### src/rtl/ps2_receiver_if.sv
// Signal bundle between the PS/2 pins, the receiver and the downstream keyboard matrix.
// master: the receiver side. slave: the pin driver and scan-code consumer.
interface ps2_receiver_if;
    logic       ps2_clk;
    logic       ps2_dat;
    logic [7:0] scan_code;
    logic       scan_code_ready;
    logic       scan_code_error;
    logic       frame_busy;

    modport master (
        input  ps2_clk,
        input  ps2_dat,
        output scan_code,
        output scan_code_ready,
        output scan_code_error,
        output frame_busy
    );

    modport slave (
        output ps2_clk,
        output ps2_dat,
        input  scan_code,
        input  scan_code_ready,
        input  scan_code_error,
        input  frame_busy
    );
endinterface

### src/rtl/ps2_receiver.sv
// PS/2 device-to-host frame receiver: start, 8 data bits LSB first, odd parity, stop.
// Optional ps2_clk glitch filter enabled by defining PS2_RX_FILTER_EN.
module ps2_receiver #(
    parameter int unsigned TIMEOUT_CYCLES = 20000,
    parameter int unsigned FILTER_LEN     = 8
) (
    input logic            clk,
    input logic            reset,
    ps2_receiver_if.master bus
);

    localparam int unsigned TW = $clog2(TIMEOUT_CYCLES);

    typedef enum logic [1:0] {StIdle, StData, StParity, StStop} state_e;

    logic [1:0] clk_sync_q;
    logic [1:0] dat_sync_q;
    logic       clk_lvl;
    logic       dat_smp;
    logic       clk_prev_q;
    logic       fall;

    always_ff @(posedge clk) begin
        if (reset) begin
            clk_sync_q <= 2'b11;
            dat_sync_q <= 2'b11;
        end else begin
            clk_sync_q <= {clk_sync_q[0], bus.ps2_clk};
            dat_sync_q <= {dat_sync_q[0], bus.ps2_dat};
        end
    end

`ifdef PS2_RX_FILTER_EN
    localparam int unsigned FW = $clog2(FILTER_LEN);

    logic [FW-1:0]         filt_cnt_q;
    logic                  filt_lvl_q;
    logic [FILTER_LEN-1:0] dat_dly_q;

    // Data is delayed by the filter depth so it is still sampled mid-bit.
    always_ff @(posedge clk) begin
        if (reset) begin
            filt_cnt_q <= '0;
            filt_lvl_q <= 1'b1;
            dat_dly_q  <= '1;
        end else begin
            dat_dly_q <= {dat_dly_q[FILTER_LEN-2:0], dat_sync_q[1]};
            if (clk_sync_q[1] == filt_lvl_q) begin
                filt_cnt_q <= '0;
            end else if (filt_cnt_q == FW'(FILTER_LEN - 1)) begin
                filt_lvl_q <= clk_sync_q[1];
                filt_cnt_q <= '0;
            end else begin
                filt_cnt_q <= filt_cnt_q + FW'(1);
            end
        end
    end

    assign clk_lvl = filt_lvl_q;
    assign dat_smp = dat_dly_q[FILTER_LEN-1];
`else
    logic unused_filter_len;

    assign unused_filter_len = ^FILTER_LEN;
    assign clk_lvl           = clk_sync_q[1];
    assign dat_smp           = dat_sync_q[1];
`endif

    always_ff @(posedge clk) begin
        if (reset) begin
            clk_prev_q <= 1'b1;
        end else begin
            clk_prev_q <= clk_lvl;
        end
    end

    assign fall = clk_prev_q & ~clk_lvl;

    state_e        state_q, state_d;
    logic [2:0]    bit_cnt_q, bit_cnt_d;
    logic [7:0]    shift_q, shift_d;
    logic          parity_q, parity_d;
    logic [7:0]    code_q, code_d;
    logic          ready_q, ready_d;
    logic          error_q, error_d;
    logic [TW-1:0] to_cnt_q, to_cnt_d;

    always_ff @(posedge clk) begin
        if (reset) begin
            state_q   <= StIdle;
            bit_cnt_q <= '0;
            shift_q   <= '0;
            parity_q  <= 1'b0;
            code_q    <= 8'h00;
            ready_q   <= 1'b0;
            error_q   <= 1'b0;
            to_cnt_q  <= '0;
        end else begin
            state_q   <= state_d;
            bit_cnt_q <= bit_cnt_d;
            shift_q   <= shift_d;
            parity_q  <= parity_d;
            code_q    <= code_d;
            ready_q   <= ready_d;
            error_q   <= error_d;
            to_cnt_q  <= to_cnt_d;
        end
    end

    always_comb begin
        state_d   = state_q;
        bit_cnt_d = bit_cnt_q;
        shift_d   = shift_q;
        parity_d  = parity_q;
        code_d    = code_q;
        ready_d   = 1'b0;
        error_d   = 1'b0;
        to_cnt_d  = to_cnt_q;

        if (fall) begin
            // A fall always beats a coincident timeout.
            to_cnt_d = '0;
            case (state_q)
                StIdle: begin
                    if (!dat_smp) begin
                        state_d   = StData;
                        bit_cnt_d = '0;
                    end
                end
                StData: begin
                    shift_d   = {dat_smp, shift_q[7:1]};
                    bit_cnt_d = bit_cnt_q + 3'd1;
                    if (bit_cnt_q == 3'd7) begin
                        state_d = StParity;
                    end
                end
                StParity: begin
                    parity_d = dat_smp;
                    state_d  = StStop;
                end
                StStop: begin
                    if (dat_smp && (^shift_q ^ parity_q)) begin
                        code_d  = shift_q;
                        ready_d = 1'b1;
                    end else begin
                        error_d = 1'b1;
                    end
                    state_d = StIdle;
                end
                default: state_d = StIdle;
            endcase
        end else if (state_q != StIdle) begin
            if (to_cnt_q == TW'(TIMEOUT_CYCLES - 1)) begin
                error_d  = 1'b1;
                state_d  = StIdle;
                to_cnt_d = '0;
            end else begin
                to_cnt_d = to_cnt_q + TW'(1);
            end
        end else begin
            to_cnt_d = '0;
        end
    end

    assign bus.scan_code       = code_q;
    assign bus.scan_code_ready = ready_q;
    assign bus.scan_code_error = error_q;
    assign bus.frame_busy      = (state_q != StIdle);

endmodule

### src/flat_wrapper.sv
// flat-port wrapper written by rule: the top's interface ports become plain ports
module ps2_receiver_flat 
#(
    parameter int unsigned TIMEOUT_CYCLES = 20000,
    parameter int unsigned FILTER_LEN     = 8
)
  (clk, reset, bus_ps2_clk, bus_ps2_dat, bus_scan_code, bus_scan_code_ready, bus_scan_code_error, bus_frame_busy);
  ps2_receiver_if bus_i ();
  input logic clk;
  input logic reset;
  input wire logic [$bits(bus_i.ps2_clk)-1:0] bus_ps2_clk;
  input wire logic [$bits(bus_i.ps2_dat)-1:0] bus_ps2_dat;
  output wire logic [$bits(bus_i.scan_code)-1:0] bus_scan_code;
  output wire logic [$bits(bus_i.scan_code_ready)-1:0] bus_scan_code_ready;
  output wire logic [$bits(bus_i.scan_code_error)-1:0] bus_scan_code_error;
  output wire logic [$bits(bus_i.frame_busy)-1:0] bus_frame_busy;
  assign bus_i.ps2_clk = bus_ps2_clk;
  assign bus_i.ps2_dat = bus_ps2_dat;
  assign bus_scan_code = bus_i.scan_code;
  assign bus_scan_code_ready = bus_i.scan_code_ready;
  assign bus_scan_code_error = bus_i.scan_code_error;
  assign bus_frame_busy = bus_i.frame_busy;
  ps2_receiver #(.TIMEOUT_CYCLES(TIMEOUT_CYCLES), .FILTER_LEN(FILTER_LEN)) u_core (.clk(clk), .reset(reset), .bus(bus_i));
endmodule
### config.mk
export PLATFORM = sky130hd
export DESIGN_NAME = ps2_receiver_flat
export DESIGN_NICKNAME = d
export VERILOG_FILES = /design/src/rtl/ps2_receiver_if.sv /design/src/rtl/ps2_receiver.sv /design/src/flat_wrapper.sv
export SDC_FILE = /design/constraint.sdc
export NUM_CORES = 1
export LEC_CHECK = 0
export ABC_AREA = 1
export CORE_UTILIZATION = 35
export DETAILED_ROUTE_END_ITERATION = 10
export PLACE_DENSITY_LB_ADDON = 0.1
export SYNTH_ARGS = -nofsm -noshare
export SYNTH_HDL_FRONTEND = slang
export SYNTH_SLANG_ARGS = --single-unit
### constraint.sdc
create_clock -name clk -period 1.45 [get_ports clk]
set_clock_uncertainty 0.05 [all_clocks]
set_input_delay 0.29 -clock clk [delete_from_list [all_inputs] [get_ports clk]]
set_output_delay 0.29 -clock clk [all_outputs]
set_load 0.05 [all_outputs]
==> flow_summary.json <==
{
  "antenna_found_initial": 0,
  "cts_buffers": 5,
  "cts.sinks": 44,
  "grt_max_degree": 21,
  "ir_drop_mv": 0.455,
  "grt_busiest_layer": "met2",
  "post-route-util_pct": 55.2,
  "grt_overflow": 0,
  "clock_path_buffers": 2,
  "place.gp.congestion": 0.763,
  "slew_headroom_pct": 83.8,
  "first_pass_iters": 4,
  "yosysTopAreaCell": "dfxtp_1",
  "met3_usage_pct": 3.45,
  "grt_pass1_vias": 1867,
  "drtIter0Drc": 38,
  "critPathMaxFanout": 2,
  "maxCapViolCount": 0,
  "setup_viol": 9,
  "critPathArrivalTime_ns": 1.21,
  "clk_latency_ns": 0.30,
  "grt_pass1_wl_um": 8250,
  "via_per_inst": 4.50,
  "finalMaxSlewViolations": 0,
  "fillers": 544,
  "cp.required_ns": 1.11,
  "met1_usage_pct": 22.1,
  "failed_checks": "setup timing",
  "fin_cells": 415,
  "groute.layer.met2.usage_pct": 27.1,
  "p_clk_share_pct": 39.1,
  "cell_internal_pwr_uw": 1620,
  "dp_cells": 393,
  "worstSetupPathType": "flip-flop to primary output",
  "die_y_um": 79.1,
  "start_util_pct": 37.1,
  "pwr-share-comb_pct": 3.1,
  "io_pins": 15,
  "syn_nets": 293,
  "ys_seq_area_share_pct": 42.3,
  "track_usage_pct": 17.0,
  "wire_per_inst_um": 11.2,
  "synth_top_area_share_pct": 42.3,
  "drtAntennaViolNets": 0,
  "switchingPower_uw": 474,
  "netlist_top_cells_area": "dfxtp_1, nand2_1, inv_1, nor2_1, ha_1",
  "layout-drive-gt1-share_pct": 43.1,
  "dp_hpwl_um": 3110,
  "synth_cell_types": 28,
  "clk_pin_slew_worst_paths_ns": 0.08,
  "critPathLaunchType": "flip-flop",
  "rows": 27,
  "die_w_um": 79.1,
  "worstMarginPinSlew_ns": 0.241,
  "rrSetupSlack_ns": -0.02,
  "clock-root-buffer": "clkbuf_8",
  "post-route-min-period_ns": 1.55,
  "diodes": 0,
  "layout_common_cells": "nand2_1, buf_4, inv_1",
  "io_buffer_count": 14,
  "final_common_cell": "nand2_1",
  "seqPwrFrac_pct": 57.7,
  "fin_crit_sh_pct": 107,
  "p_per_area_mw_per_mm2": 677,
  "drc": 0,
  "area_growth_pct": 48.6,
  "dp_slack_ns": -0.0511,
  "leakage_uw": 0.00125,
  "wl_um": 4670,
  "worst_slack_ns": -0.0983,
  "cp-end-kind": "primary output",
  "dieArea_mm2": 0.00626,
  "ys_warn_count": 0,
  "finalHoldViolCount": 0,
  "status": "finished, violations left",
  "syn_area_mm2": 0.00208,
  "rsz0062_at_grt": "yes",
  "hold_class": "flip-flop to flip-flop",
  "syn_avg_cell_area_um2": 7.38,
  "switching_share_pct": 22.6,
  "syn_inst": 282,
  "cts_tree": "built",
  "vias": 1869,
  "cts_max_level": 2,
  "nNetsFinal": 353,
  "max_freq_mhz": 646,
  "coreArea_mm2": 0.00561,
  "ys_seq_elements": 44
}
==> area by class of cell <==
cell class	count	area (µm²)	area share, %
multi-input cells	186	1220	39.3
flip-flops and latches	44	910	29.4
repair buffers	58	601	19.4
inverters	47	183	5.90
well taps	72	90.1	2.91
clock buffers	7	86.3	2.79
clock inverters	1	7.51	0.243
==> sequential cells by signal, summed over array words and instances, names as in the netlist <==
register and flops:
u_core.bus.scan_code_ready 1, u_core.bus.scan_code 8, u_core.dat_sync_q 2, u_core.clk_sync_q 2
u_core.bit_cnt_q 3, u_core.bus.scan_code_error 1, u_core.clk_prev_q 1, u_core.to_cnt_q 15
u_core.shift_q 8, u_core.parity_q 1, u_core.state_q 2
==> worst max-delay path, cell delays in order (launching register included) <==
cell	delay, ns
dfxtp_4	0.36
inv_4	0.06
ha_4	0.13
clkinvlp_4	0.09
buf_6	0.12
buf_12	0.13
==> path summary, 6_finish.rpt <==
path                        startpoint                      end  depth (start not counted)
setup reg to reg     u_core.shift_q[3]  u_core.bus.scan_code[7]                         13
setup / recovery     u_core.state_q[0]           bus_frame_busy                          5
hold reg to reg   u_core.dat_sync_q[0]     u_core.dat_sync_q[1]                          1
hold / removal    u_core.dat_sync_q[0]     u_core.dat_sync_q[1]                          1
==> cells by family after synthesis <==
group,Yosys count,share of synthesized area (%)
simple gates,139,32.9
buf+inv,53,9.68
compound gates,32,7.93
xor+xnor,7,2.94
flops,44,42.3
fa+ha+maj,7,4.21
==> per-stage QoR <==
stage          power, µW  area (µm²)  hold slack (ns)  TNS (ns)
6_report            2090        3090            0.361    -0.203
5_1_grt             2180        3090            0.383     -1.87
4_1_cts             2130        2910            0.363    -0.291
3_5_place_dp        1300        2660            0.343    -0.444
3_3_place_gp        1310        2660            0.346    -0.179
2_1_floorplan       1280        2100            0.339    -0.253
==> layer usage <==
layer | wire [µm] | part of all wire (%)
met1 | 2370 | 51
met5 | 0 | 0
met2 | 2100 | 45
met4 | 80 | 1.7
met3 | 115 | 2.5
==> power by group through the flow <==
stage,clock network [µW],registers [µW],logic (µW)
2_1_floorplan,0,1240,36.1
3_3_place_gp,0,1240,60.5
3_5_place_dp,0,1240,60.4
4_1_cts,850,1210,64.7
5_1_grt,894,1210,74.1
6_report,819,1210,65.8
==> cell usage after synthesis <==
master and instances:
a211oi_1 1, a21oi_1 17, and3_1 1, buf_2 2, clkbuf_1 4, dfxtp_1 44, ha_1 7, inv_1 44
inv_2 3, nand2_1 62, nand2_2 4, nand2_4 2, nand3_1 10, nand3_2 2, nand3_4 1, nand4_1 11
nand4_2 2, nor2_1 27, nor2_2 4, nor3_1 1, nor3_2 1, nor3b_1 6, nor4_1 1, o21ai_0 13
o21bai_1 1, or2_2 4, xnor2_1 3, xor2_1 4
==> what timing repair did <==
item,in CTS,in global routing
endpoints found under the setup margin,18,31
gates resized for setup,20,55
hold buffers,0,0
cloned,1,0
pin swaps,7,28
setup buffers,10,3
endpoints found under the hold margin,0,0
Power figures use the tool's default switching activity.
